## config.mk

```make
export PLATFORM = sky130hd
export DESIGN_NAME = riscv_i32_debug_cmd_sequencer
export DESIGN_NICKNAME = d
export VERILOG_FILES = /design/src/rtl/riscv_debug_cmd_pkg.sv /design/src/rtl/riscv_debug_rdata_fifo.sv /design/src/rtl/riscv_i32_debug_cmd_sequencer.sv
export SDC_FILE = /design/constraint.sdc
export NUM_CORES = 1
export LEC_CHECK = 0
export BUFFER_PORTS_ARGS = -buffer_cell sky130_fd_sc_hd__buf_2
export CORE_ASPECT_RATIO = 1.25
export CORE_MARGIN = 1.5
export CORE_UTILIZATION = 45
export DETAILED_ROUTE_END_ITERATION = 10
export PLACE_DENSITY = 0.78
export SLEW_MARGIN = 10
export SYNTH_ARGS = -nofsm -noshare
export SYNTH_HDL_FRONTEND = slang
export SYNTH_SLANG_ARGS = --single-unit
```

## constraint.sdc

```tcl
create_clock -name i_clk -period 2.15 [get_ports i_clk]
set_input_delay 0.215 -clock i_clk [delete_from_list [all_inputs] [get_ports i_clk]]
set_output_delay 0.215 -clock i_clk [all_outputs]
set_load 0.03 [all_outputs]
```

## src/rtl/riscv_debug_cmd_pkg.sv

```systemverilog
// Shared types and constants for the debug command sequencer.
// Contents:
//    seq_state_t     - sequencer FSM states
//    DBG_OP_READ     - dbg_op encoding for a single-word read
//    DBG_OP_WRITE    - dbg_op encoding for a single-word write
//    DBG_DATA_IS_REG - bit of dbg_data that selects GPR (1) vs CSR (0)
//    next_addr()     - address step between words of a multi-word command
package riscv_debug_cmd_pkg;

   typedef enum logic [1:0] {
      ST_IDLE       = 2'd0,
      ST_WAIT_WDATA = 2'd1,
      ST_WAIT_SPACE = 2'd2,
      ST_ISSUE      = 2'd3
   } seq_state_t;

   localparam logic [1:0] DBG_OP_READ     = 2'h0;
   localparam logic [1:0] DBG_OP_WRITE    = 2'h1;
   localparam int         DBG_DATA_IS_REG = 12;

   // GPR addresses wrap inside the 32-entry register file and keep the
   // upper bits clear; CSR addresses wrap over the full 12-bit space.
   function automatic logic [11:0] next_addr(input logic        is_reg,
                                             input logic [11:0] addr,
                                             input logic        autoinc);
      logic [11:0] n;
      n = addr;
      if (autoinc) begin
         if (is_reg) begin
            n = {7'd0, addr[4:0] + 5'd1};
         end else begin
            n = addr + 12'd1;
         end
      end
      return n;
   endfunction

endpackage

```

## src/rtl/riscv_debug_rdata_fifo.sv

```systemverilog
// Read-data FIFO for the debug command sequencer.
// Ports:
//    i_clk, i_reset   - clock, asynchronous active-high reset (empties FIFO)
//    i_push, i_wdata  - write one word (ignored when full unless popping too)
//    i_pop            - remove head word (ignored when empty)
//    o_rdata          - head word, zero while empty
//    o_full, o_empty  - occupancy flags
module riscv_debug_rdata_fifo #(
   parameter  int DEPTH = 4,
   localparam int AW    = $clog2(DEPTH)
) (
   input  logic        i_clk,
   input  logic        i_reset,
   input  logic        i_push,
   input  logic [31:0] i_wdata,
   input  logic        i_pop,
   output logic [31:0] o_rdata,
   output logic        o_full,
   output logic        o_empty
);

   logic [31:0]   r_mem [DEPTH];
   logic [AW-1:0] r_wr_ptr;
   logic [AW-1:0] r_rd_ptr;
   logic [AW:0]   r_count;
   logic          w_push;
   logic          w_pop;

   assign o_empty = (r_count == '0);
   assign o_full  = (r_count == (AW+1)'(DEPTH));
   assign w_pop   = i_pop && !o_empty;
   // A push into a full FIFO is legal when the head leaves in the same cycle.
   assign w_push  = i_push && (!o_full || w_pop);
   assign o_rdata = o_empty ? 32'd0 : r_mem[r_rd_ptr];

   always_ff @(posedge i_clk or posedge i_reset) begin
      if (i_reset) begin
         r_wr_ptr <= '0;
         r_rd_ptr <= '0;
         r_count  <= '0;
      end else begin
         if (w_push) r_wr_ptr <= r_wr_ptr + AW'(1);
         if (w_pop)  r_rd_ptr <= r_rd_ptr + AW'(1);
         case ({w_push, w_pop})
            2'b10:   r_count <= r_count + (AW+1)'(1);
            2'b01:   r_count <= r_count - (AW+1)'(1);
            default: r_count <= r_count;
         endcase
      end
   end

   // Storage needs no reset: the head is masked to zero while empty.
   always_ff @(posedge i_clk) begin
      if (w_push) r_mem[r_wr_ptr] <= i_wdata;
   end

endmodule

```

## src/rtl/riscv_i32_debug_cmd_sequencer.sv

```systemverilog
// Debug command sequencer: expands one abstract multi-word GPR/CSR command
// into single-word ops on the per-hart debug interface.
// Ports:
//    i_clk, i_reset                   - clock, async active-high reset
//    i_cmd_* / o_cmd_ready            - host command (count = words - 1)
//    i_wdata_valid/i_wdata/o_wdata_ready - streamed write words
//    o_dbg_valid/o_dbg_op/o_dbg_data/o_dbg_wdata - one-hot per-hart op request
//    i_dbg_ack/i_dbg_rdata/i_dbg_error - op completion from the target hart
//    o_rdata_valid/o_rdata/i_rdata_ready - read-result FIFO head
//    o_busy, o_error, i_clear_error   - status, sticky error and its clear
module riscv_i32_debug_cmd_sequencer
   import riscv_debug_cmd_pkg::*;
#(
   parameter  int NUM_HARTS   = 1,
   parameter  int COUNT_W     = 4,
   parameter  int RDATA_DEPTH = 4,
   localparam int HW          = (NUM_HARTS > 1) ? $clog2(NUM_HARTS) : 1
) (
   input  logic                 i_clk,
   input  logic                 i_reset,
   input  logic                 i_cmd_valid,
   output logic                 o_cmd_ready,
   input  logic                 i_cmd_write,
   input  logic                 i_cmd_is_reg,
   input  logic [11:0]          i_cmd_addr,
   input  logic [COUNT_W-1:0]   i_cmd_count,
   input  logic                 i_cmd_autoinc,
   input  logic [HW-1:0]        i_cmd_hart,
   input  logic                 i_wdata_valid,
   output logic                 o_wdata_ready,
   input  logic [31:0]          i_wdata,
   output logic [NUM_HARTS-1:0] o_dbg_valid,
   output logic [1:0]           o_dbg_op,
   output logic [15:0]          o_dbg_data,
   output logic [31:0]          o_dbg_wdata,
   input  logic [NUM_HARTS-1:0] i_dbg_ack,
   input  logic [31:0]          i_dbg_rdata,
   input  logic                 i_dbg_error,
   output logic                 o_rdata_valid,
   input  logic                 i_rdata_ready,
   output logic [31:0]          o_rdata,
   output logic                 o_busy,
   output logic                 o_error,
   input  logic                 i_clear_error
);

   seq_state_t           r_state;
   logic                 r_write;
   logic                 r_is_reg;
   logic                 r_autoinc;
   logic                 r_error;
   logic [11:0]          r_addr;
   logic [COUNT_W-1:0]   r_remaining;
   logic [HW-1:0]        r_hart;
   logic [NUM_HARTS-1:0] r_dbg_valid;
   logic [31:0]          r_dbg_wdata;

   logic                 w_cmd_fire;
   logic                 w_hart_ok;
   logic                 w_ack;
   logic                 w_push;
   logic                 w_fifo_full;
   logic                 w_fifo_empty;
   logic                 w_space;
   logic [NUM_HARTS-1:0] w_hart_onehot;
   logic [15:0]          w_dbg_data;

   assign o_cmd_ready   = (r_state == ST_IDLE) && !r_error;
   assign o_wdata_ready = (r_state == ST_WAIT_WDATA);
   assign o_busy        = (r_state != ST_IDLE);
   assign o_error       = r_error;
   assign o_dbg_valid   = r_dbg_valid;
   assign o_dbg_op      = r_write ? DBG_OP_WRITE : DBG_OP_READ;
   assign o_dbg_wdata   = r_dbg_wdata;
   assign o_dbg_data    = w_dbg_data;
   assign o_rdata_valid = !w_fifo_empty;

   assign w_cmd_fire    = i_cmd_valid && o_cmd_ready;
   assign w_hart_ok     = (32'(i_cmd_hart) < NUM_HARTS);
   assign w_hart_onehot = NUM_HARTS'(1) << r_hart;
   // r_dbg_valid is only non-zero in ISSUE, so acks from other harts are masked.
   assign w_ack         = |(i_dbg_ack & r_dbg_valid);
   // Free slot now, or one freed by a pop in this same cycle.
   assign w_space       = !w_fifo_full || (i_rdata_ready && !w_fifo_empty);
   // Reads push their result even when the hart flags an error.
   assign w_push        = (r_state == ST_ISSUE) && w_ack && !r_write;

   always_comb begin
      w_dbg_data                  = '0;
      w_dbg_data[11:0]            = r_addr;
      w_dbg_data[DBG_DATA_IS_REG] = r_is_reg;
   end

   // Command FSM. dbg_valid is raised on entry to ISSUE and dropped on the
   // ack edge, so it never depends combinationally on dbg_ack.
   always_ff @(posedge i_clk or posedge i_reset) begin
      if (i_reset) begin
         r_state     <= ST_IDLE;
         r_write     <= 1'b0;
         r_is_reg    <= 1'b0;
         r_autoinc   <= 1'b0;
         r_error     <= 1'b0;
         r_addr      <= '0;
         r_remaining <= '0;
         r_hart      <= '0;
         r_dbg_valid <= '0;
         r_dbg_wdata <= '0;
      end else begin
         case (r_state)
            ST_IDLE: begin
               if (i_clear_error) r_error <= 1'b0;
               if (w_cmd_fire) begin
                  r_write     <= i_cmd_write;
                  r_is_reg    <= i_cmd_is_reg;
                  r_addr      <= i_cmd_is_reg ? {7'd0, i_cmd_addr[4:0]} : i_cmd_addr;
                  r_autoinc   <= i_cmd_autoinc;
                  r_hart      <= i_cmd_hart;
                  r_remaining <= i_cmd_count;
                  if (!w_hart_ok) begin
                     r_error <= 1'b1;
                  end else begin
                     r_state <= i_cmd_write ? ST_WAIT_WDATA : ST_WAIT_SPACE;
                  end
               end
            end
            ST_WAIT_WDATA: begin
               if (i_wdata_valid) begin
                  r_dbg_wdata <= i_wdata;
                  r_dbg_valid <= w_hart_onehot;
                  r_state     <= ST_ISSUE;
               end
            end
            ST_WAIT_SPACE: begin
               if (w_space) begin
                  r_dbg_valid <= w_hart_onehot;
                  r_state     <= ST_ISSUE;
               end
            end
            ST_ISSUE: begin
               if (w_ack) begin
                  r_dbg_valid <= '0;
                  if (i_dbg_error) begin
                     r_error <= 1'b1;
                     r_state <= ST_IDLE;
                  end else if (r_remaining == '0) begin
                     r_state <= ST_IDLE;
                  end else begin
                     r_remaining <= r_remaining - COUNT_W'(1);
                     r_addr      <= next_addr(r_is_reg, r_addr, r_autoinc);
                     r_state     <= r_write ? ST_WAIT_WDATA : ST_WAIT_SPACE;
                  end
               end
            end
            default: r_state <= ST_IDLE;
         endcase
      end
   end

   riscv_debug_rdata_fifo #(
      .DEPTH (RDATA_DEPTH)
   ) u_rdata_fifo (
      .i_clk   (i_clk),
      .i_reset (i_reset),
      .i_push  (w_push),
      .i_wdata (i_dbg_rdata),
      .i_pop   (i_rdata_ready),
      .o_rdata (o_rdata),
      .o_full  (w_fifo_full),
      .o_empty (w_fifo_empty)
   );

endmodule

```

-- After elaboration in Yosys (flattened, before gate mapping)
Memories as Yosys holds them, arrays and structs flattened.
Cells that the tools add are included.
- equality and inequality tests: 15
- muxes and demuxes: 38
- shifts and indexed selects: 1
- add/sub/neg operators: 7
- magnitude comparators: 1
- reductions and logical operators: 25
- bitwise gates (word level): 1
- operators by type and width (kind ; number):
    2-to-1 mux 12 bit ; 7
    2-to-1 mux 32 bit ; 1
    case mux 12 bit (2 select lines) ; 1
    2-to-1 mux 2 bit ; 9
    != test 2 bit (second input constant) ; 9
    2-to-1 mux 4 bit ; 4
    adder 12 x 1 -> 12 bit (second input constant) ; 1
    2-to-1 mux 1 bit ; 11
    AND reduction 5 bit ; 2
    case mux 2 bit (4 select lines) ; 1
    case mux 4 bit (2 select lines) ; 1
    == test 2 bit (second input constant) ; 3
    logical AND 1 bit ; 6
    case mux 3 bit (2 select lines) ; 1
    AND reduction 6 bit ; 1
    nonzero test 2 bit ; 3
    adder 5 x 1 -> 5 bit (second input constant) ; 1
    adder 2 x 1 -> 2 bit (second input constant) ; 2
    == test 2 x 1 -> 1 bit (second input constant) ; 2
    zero test 1 bit ; 4
    zero test 4 bit ; 1
    AND reduction 2 bit ; 2
    AND reduction 4 bit ; 1
    subtractor 4 x 1 -> 4 bit (second input constant) ; 1
    13 further kinds ; 13
- memories kept: 1
- word-level logic and storage cells: 102
- bits in registers: 63
- memory bits (writable): 128
- output and inout port bits: 88
- memories (name ; words ; width ; read ports ; clocked after memory_dff ; wr ports ; line ; text):
    u_rdata_fifo.r_mem ; 4 ; 32 ; 1 ; 0 ; 1 ; riscv_debug_rdata_fifo.sv:22 ; logic [31:0] r_mem [DEPTH];

-- Logic depth before layout (Yosys ltp)
Gate-level depths: netlist of the first run.
- word-level depth: 7
- gate-level depth with buffers: 10
- depth with buffers taken out: 10

-- Hierarchy
Synthesis of the first run repeated with hierarchy kept, for this count alone.
- cells, all modules: 518
- area total of the unflattened synthesis: 8232.9 um^2
- modules (own cells, without submodules) (module ; area each (um^2) ; times used ; cells each ; sequential area each (um^2)):
    riscv_debug_rdata_fifo ; 5352.6 ; 1 ; 259 ; 4018.9
    riscv_i32_debug_cmd_sequencer ; 2880.3 ; 1 ; 259 ; 1401.3

-- Worst setup path before layout of the first run
Ideal clock, no wire load.
- kind: register -> register
- start point: reg r_dbg_valid (netlist: o_dbg_valid)
- end point: mem u_rdata_fifo.r_mem[0][0], enable pin
- period minus slack after synthesis: 2524 ps
- slack: -374 ps
- arrival time: 2132 ps
- cell stages (with the launch flop): 4
- data required time: 1758 ps
- setup time: 392 ps
- path through: dfrtp_1 > nand2_1 > nor3_1 > and2_1
- cells in the longest elaborated chain, start to end: 6
- ends and longest elaborated chain (item ; line ; text):
    from (decl) ; riscv_i32_debug_cmd_sequencer.sv:55 ; logic [NUM_HARTS-1:0] r_dbg_valid;
    from (signal assigned) ; riscv_i32_debug_cmd_sequencer.sv:129 ; r_dbg_valid <= w_hart_onehot;
    from (signal assigned) ; riscv_i32_debug_cmd_sequencer.sv:135 ; r_dbg_valid <= w_hart_onehot;
    bitwise AND 1 bit ; riscv_i32_debug_cmd_sequencer.sv:82 ; assign w_ack = |(i_dbg_ack & r_dbg_valid);
    logical AND 1 bit (2 in series) ; riscv_i32_debug_cmd_sequencer.sv:86 ; assign w_push = (r_state == ST_ISSUE) && w_ack && !r_write;
    logical AND 1 bit ; riscv_debug_rdata_fifo.sv:33 ; assign w_push = i_push && (!o_full || w_pop);
    2-to-1 mux 1 bit ; riscv_debug_rdata_fifo.sv:54 ; if (w_push) r_mem[r_wr_ptr] <= i_wdata;
    2-to-1 mux 1 bit (implied by the code) ; riscv_debug_rdata_fifo.sv:54 ;
    to (decl) ; riscv_debug_rdata_fifo.sv:22 ;
Every way passes these cells.

-- Worst setup path in the final report of the first run
- start point: reg u_rdata_fifo.r_rd_ptr[0]
- end point: out o_rdata[13]
- cells in the longest elaborated chain, start to end: 2
- ends and longest elaborated chain (item ; line ; text):
    from (decl) ; riscv_debug_rdata_fifo.sv:24 ; logic [AW-1:0] r_rd_ptr;
    from (signal assigned) ; riscv_debug_rdata_fifo.sv:43 ; if (w_pop) r_rd_ptr <= r_rd_ptr + AW'(1);
    memory read (4 x 32 bit) ; n/a ;
    2-to-1 mux 32 bit ; riscv_debug_rdata_fifo.sv:34 ; assign o_rdata = o_empty ? 32'd0 : r_mem[r_rd_ptr];
    to (decl) ; riscv_i32_debug_cmd_sequencer.sv:41 ; output logic [31:0] o_rdata,
Every way passes these cells.

==> impl_metrics.csv, run 1 <==
group,metric,value,unit
sta,tns,-0.05621,ns
finish,fillers,1315,
cts,cts_tree,"built",
finish,regMostFlops,"u_rdata_fifo.r_mem",
sta,max_freq,459.6,MHz
floorplanning,start_util,46.00,%
critical_path,critPathLaunchType,"flop",
place,dp_hpwl,11.53,mm
sta,fin_crit,2.176,ns
yosys,synthAdderAreaFrac,2.122,%
pwr,p_leak,4.189,nW
critical_path,arrival,1.96,ns
yosys,synth-compound-area-share,5.399,%
finish,fin_nets,815,
cts,path_clk_slew,0.07,ns
run_status,violations,"setup timing",
run_status,outcome,"finished, violations left",
place,dp_cells,881,
yosys,synthArstFlopShare,32.98,%
place,pre_cts_ws,-0.07947,ns
cts,ctsHtreeMaxLevel,4,
global_routing,grt_pass1_wl,28.06,mm
global_routing,grt-ovfl-total,0,
sta,finalHoldViolCount,0,
yosys,ys_types,57,
yosys,ys_seq_area_share,67.59,%
yosys,synth_commonest_cells,"128 x edfxtp_1, 63 x dfrtp_1, 38 x and2_1",
sta,grt_setup_unrepaired,"true",
routing,routed_via_density,5.328,
critical_path,critPathSlowestCell,"mux4_2",
yosys,synth_edf_count,128,
yosys,muxShareOfSynthArea,14.81,%
global_routing,track_usage,19.53,%
flow_run,max-cap-violations,0,
floorplanning,die_w,122.4,um
routing,firstDrtPassIters,6,
critical_path,critPathMaxStageDelay,0.53,ns
global_routing,grt_pass1_vias,5632,
routing,ant_nets,0,
routing,vias,5051,
finish,fin_util,60.11,%
finish,instances_no_fill,948,
floorplanning,io-pin-count,180,
global_routing,grt-busiest-layer,"met2",
critical_path,endpoint_kind,"output port",
cts,cts_buffers,17,
place,place_congestion,0.8405,
pwr,p_per_area,1535,mW/mm2
critical_path,worstSetupPathType,"reg2out",
yosys,synth_top_family_by_area,"multiplexers",
sta,drv_slew,0,
yosys,synth_top_area_share,47.93,%
yosys,synth_ff_type,"edfxtp_1",
yosys,synth_simple_gate_area_share,6.959,%
routing,wl_per_cell,18.67,um
sta,tightest_slew,0.8539,ns
floorplanning,dieHeight,152.3,um
cts,cts_sinks,191,
critical_path,worstPathRequired,1.93,ns
yosys,yosys_warnings,0,
routing,totalWireLength,17.70,mm
finish,largest_reg_flops,128,
floorplanning,rows,54,
routing,drt-initial-drc-count,301,
yosys,syn-mean-instance-area,16.50,um2
pwr,ir_drop,0.8314,mV
finish,area_growth,30.66,%
sta,relSlewSlack,43.07,%
sta,whs,0.02004,ns
yosys,synth-xor-area-share,0.6553,%
yosys,syn_inst,486,
sta,setup_slack,-0.02572,ns
critical_path,worstPathCellList,"buf_12 -> mux4_2 -> and2_1 -> buf_2",
sta,finalCritPeriodShare,101.2,%
cts,clock_path_buffers,2,
sta,setup_viol_count_final,3,
yosys,synth.area.top_cells,"edfxtp_1 48%, dfrtp_1 20%, mux4_2 9.0%, mux2_2 5.1%, and2_1 3.0%",
global_routing,antenna_found_initial,3,
cts,clk_latency,0.43,ns
global_routing,grt.met1_usage,22.80,%
place,io_buffer_count,175,
sta,fin_worst_skew,0.01367,ns
finish,drive_gt1_share,46.20,%
global_routing,grtUsageMet2,34.64,%
yosys,ys_ff_latch,191,
routing,route.detailed.drc,0,
floorplanning,dieArea,0.01864,mm2
yosys,synth_most_common_cell,"edfxtp_1",
hold_path,hp-class,"in2reg",
yosys,netlist.top_cell.by_area,"edfxtp_1",
global_routing,grt_max_degree,45,
critical_path,crit_path_max_fanout,11,
floorplanning,core-area,0.01743,mm2
global_routing,met3_usage,5.576,%
yosys,syn-cell-area,0.008019,mm2
cts,clockRootBuffer,"clkbuf_16",
layout make-up:
class	instances	area [um2]	share of cell area, %
sequential	191	5421	51.74
multi-input combinational	255	2502	23.88
timing repair buffer	226	1563	14.92
clock buffer	17	425.4	4.060
tap	224	280.3	2.675
clock inverter	15	211.5	2.018
inverter	19	71.32	0.6807
antenna	1	2.502	0.02388
cells by family after synthesis:
logic type,after synthesis
compound gates,59
xor+xnor,6
fa+ha+maj,13
buf+inv,43
flops,191
mux,74
other cells,1
simple gates,99
per-layer routing:
layer / wire (um) / up-vias
met5: 26 / -
met4: 174 / 4
met3: 1157 / 20
li1: - / 2297
met1: 6791 / 2520
met2: 9551 / 210
what timing repair did:
action / 4_1_cts / 5_1_grt
buffers inserted: 0 / 4
cloned: 0 / 2
hold endpoints to repair: 108 / 1
resized for setup: 59 / 17
endpoints found under the setup margin: 164 / 135
pin swaps: 1 / 10
hold buffers: 27 / 1
cell usage in the layout, fill, tap and decap left out, drive strengths merged, types with 2 or more instances in the layout:
cell type and count:
buf 197, nand3 9, nor2 10, clkbuf 18, nor2b 2, xnor2 3, or3 3, a22oi 3
nor3 2, o31ai 6, bufinv 3, mux4 32, conb 4, inv 26, dfrtp 63, dlygate4sd3 28
o22ai 3, and2 38, mux2 37, a21oi 5, xor2 3, o41ai 2, and3 2, a31oi 7
ha 12, nor4 2, o211ai 4, mux2i 5, clkinv 4, edfxtp 128, nor3b 2, nand4 3
o2bb2ai 4, o21ai 14, nand2 19, nand2b 4
final timing paths:
path / startpoint / end / slack (ns) / depth (start not counted)
worst max-delay path: u_rdata_fifo.r_rd_ptr[0]$_DFFE_PP0P_ / o_rdata[13] / -0.03 / 4
worst min-delay path: i_dbg_rdata[18] / u_rdata_fifo.r_mem[1][18]$_DFFE_PP_ / 0.02 / 1
worst max register to register: u_rdata_fifo.r_count[2]$_DFFE_PP0P_ / u_rdata_fifo.r_mem[0][21]$_DFFE_PP_ / 0.01 / 5
worst min register to register: r_hart$_DFFE_PP0P_ / r_hart$_DFFE_PP0P_ / 0.49 / 2
max in group asynchronous: i_reset / u_rdata_fifo.r_rd_ptr[0]$_DFFE_PP0P_ / 1.21 / 4
min in group asynchronous: i_reset / o_dbg_wdata[0]$_DFFE_PP0P_ / 0.34 / 3
critical path: cells and delay by family (launching register included):
family	cells	cell delay, ns
buf+inv	2	0.36
flops	1	0.48
mux	1	0.53
simple gates	1	0.17
per-stage QoR:
step,area [um2],total power [W]
final,10480,0.01608
after global routing,10480,0.01695
after CTS,10330,0.01585
after detailed placement,9240,0.01191
after global placement,9240,0.01172
after floorplan,8040,0.009983
power by group:
part	internal (W)	switching (W)
Clock	0.00189	0.00143
Sequential	0.00468	0.000540
Combinational	0.00331	0.00423
No activity file was read; power rests on OpenSTA's default activity.
==> run 2: changes to the inputs <==
ABC_AREA = 1   (was not set)
==> run 2 against run 1 <==
Net effect: final cell count grew 26%; power is 4.7% lower; the flow now finishes without violations; critical path depth rose by 1; worst hold slack worse by 0.0049 ns; clock power fell by 11%; wire length grew 1.8%; synthesized cell count up 55%; largest cell class unchanged; clock-buffer cell count unchanged; sequential share of layout area grew 0.80 points; clock skew up 0.0027 ns; global-route usage down 0.51 points.
==> impl_metrics.csv, run 2 <==
group,metric,value,unit
pwr,power.total,0.01532,W
pwr,ir_drop,0.8175,mV
finish,n_antenna_cell,0,
critical_path,reg2reg_slack,0.18,ns
cts,ctsHtreeMaxLevel,4,
sta,drv_slew,0,
finish,instances_no_fill,1195,
finish,fin_nets,1059,
yosys,synth_commonest_cells,"162 x nor2_1, 128 x edfxtp_1, 94 x nand2_1",
finish,drive_gt1_share,29.06,%
finish,final_cell_mix,"174 x buf_2, 158 x nor2_1, 128 x edfxtp_1",
routing,routed_via_density,5.031,
run_status,outcome,"finished clean",
critical_path,worstPathRequired,1.93,ns
critical_path,crit_path_end,"o_rdata[17]",
sta,tightest_slew,0.5712,ns
pwr,p_leak,4.376,nW
global_routing,grt_pass1_wl,28.03,mm
hold_path,hp-class,"in2reg",
sta,finalCritPeriodShare,95.00,%
floorplanning,core-area,0.01803,mm2
finish,fin_util,57.22,%
yosys,ys_seq_area_share,65.83,%
global_routing,track_usage,19.02,%
routing,ant_nets,0,
finish,layout_commonest_cell,"buf_2",
routing,totalWireLength,18.03,mm
finish,fillers,1520,
sta,grt_setup_unrepaired,"true",
finish,regMostFlops,"u_rdata_fifo.r_mem",
place,dp_cells,1140,
critical_path,endpoint_kind,"output port",
floorplanning,rows,55,
yosys,ys_ff_latch,191,
sta,relSlewSlack,61.86,%
yosys,syn_inst,751,
finish,multiInputGateArea,0.002495,mm2
floorplanning,dieHeight,154.2,um
cts,cts_buffers,17,
critical_path,worstSetupPathType,"reg2out",
yosys,syn-mean-instance-area,10.96,um2
cts,path_clk_slew,0.08,ns
finish,seqCellArea,0.005421,mm2
hold_path,min_path_cells,2,
yosys,synth.area.top_cells,"edfxtp_1 47%, dfrtp_1 19%, nor2_1 7.4%, o21ai_0 5.0%, mux2_2 4.4%",
sta,tns,0,ns
global_routing,antenna_found_initial,1,
flow_run,max-cap-violations,0,
routing,drt-initial-drc-count,459,
critical_path,reg2reg_to,"u_rdata_fifo.r_mem[0][23]$_DFFE_PP_",
global_routing,grt_max_degree,51,
hold_path,min_from,"i_wdata[8]",
routing,vias,6012,
sta,setup_viol_count_final,0,
critical_path,critPathLaunchType,"flop",
floorplanning,start_util,45.67,%
yosys,synthArstFlopShare,32.98,%
yosys,synth_most_common_cell,"nor2_1",
routing,route.detailed.drc,0,
cts,clockRootBuffer,"clkbuf_16",
sta,fin_crit,2.042,ns
yosys,synth_top_area_share,46.68,%
cts,cts_sinks,191,
global_routing,grt-ovfl-total,0,
yosys,synth_edf_count,128,
yosys,ys_types,36,
finish,largest_reg_flops,128,
critical_path,r2r_cells,7,
yosys,synth_ff_type,"edfxtp_1",
floorplanning,die_w,124.0,um
place,io_buffer_count,175,
critical_path,crit_path_max_fanout,25,
floorplanning,io-pin-count,180,
sta,finalHoldViolCount,0,
pwr,p_per_area,1485,mW/mm2
cts,clock_path_buffers,2,
finish,area_growth,25.30,%
critical_path,startpoint,"u_rdata_fifo.r_rd_ptr[0]$_DFFE_PP0P_",
yosys,syn-cell-area,0.008234,mm2
yosys,netlist.top_cell.by_area,"edfxtp_1",
global_routing,grt_pass1_vias,5941,
floorplanning,dieArea,0.01912,mm2
critical_path,r2r-start,"r_state[1]$_DFFE_PP0P_",
yosys,yosys_warnings,0,
sta,max_freq,489.6,MHz
place,place_congestion,0.8084,
routing,wl_per_cell,15.09,um
cts,cts_tree,"built",
cts,clk_latency,0.42,ns
routing,firstDrtPassIters,5,
critical_path,arrival,1.83,ns
sta,fin_worst_skew,0.01641,ns
place,dp_hpwl,11.80,mm
==> run 2: worst max-delay path: stages (launching register included) <==
cell and delay (ns):
dfrtp_2 0.45, inv_4 0.17, buf_12 0.19, o21ai_0 0.11, a21oi_1 0.24, clkbuf_4 0.24
==> run 2: cells by family after synthesis <==
family	count (synthesis)	share of synthesized area, %
adders and majority gates	13	2.067
and+or+nand+nor	288	14.06
AOI/OAI and AO/OA	137	8.525
other	1	0.04554
xor gates and xnor gates	5	0.5319
DFF	191	65.83
buffers and inverters	83	4.452
muxes	33	4.498
==> run 2: how the worst min path moves through the flow <==
stage                                                     to  slack, ns
final                             o_dbg_wdata[8]$_DFFE_PP0P_       0.02
after floorplan           u_rdata_fifo.r_mem[0][0]$_DFFE_PP_       0.31
after global placement            o_dbg_wdata[9]$_DFFE_PP0P_       0.31
after CTS                 u_rdata_fifo.r_mem[2][0]$_DFFE_PP_     0.0001
after detailed placement         o_dbg_wdata[10]$_DFFE_PP0P_       0.31
after global routing              o_dbg_wdata[9]$_DFFE_PP0P_      0.005
==> run 2: what timing repair did <==
action | in CTS | in global routing
cloned | 0 | 1
endpoints found under the setup margin | 23 | 11
hold buffers | 20 | 0
resized for setup | 1 | 3
hold endpoints to repair | 80 | 0
setup buffers | 1 | 1
==> run 2: layer usage <==
metal	GRT usage, %	wire length (um)	vias up
met5	0	0	-
met4	6.981	290	0
met3	4.462	902	21
met2	33.44	9237	188
met1	22.47	7596	2864
li1	-	-	2939
==> run 2: final cells by class <==
cell class                 instances  share of cell area, %
inverter                          47                  1.795
clock inverter                    15                  1.237
tap                              228                  2.765
timing repair buffer             217                  13.35
sequential                       191                  52.55
clock buffer                      17                  4.123
multi-input combinational        480                  24.18
==> run 2: per-stage QoR <==
step	hold slack, ns	setup WS [ns]	cell area [um2]
3_3_place_gp	0.3051	0.2471	9512
6_report	0.01510	0.1076	10320
5_1_grt	0.005024	-0.01567	10320
3_5_place_dp	0.3114	0.2289	9512
4_1_cts	0.0001266	0.04786	10270
2_1_floorplan	0.3139	-0.2456	8255
==> run 2: report_power, final <==
group          leakage (nW)  switching [W]  internal, W
logic                  2.20        0.00494      0.00237
registers              1.91       0.000480      0.00458
clock network         0.271        0.00143      0.00152
total                  4.38        0.00685      0.00847
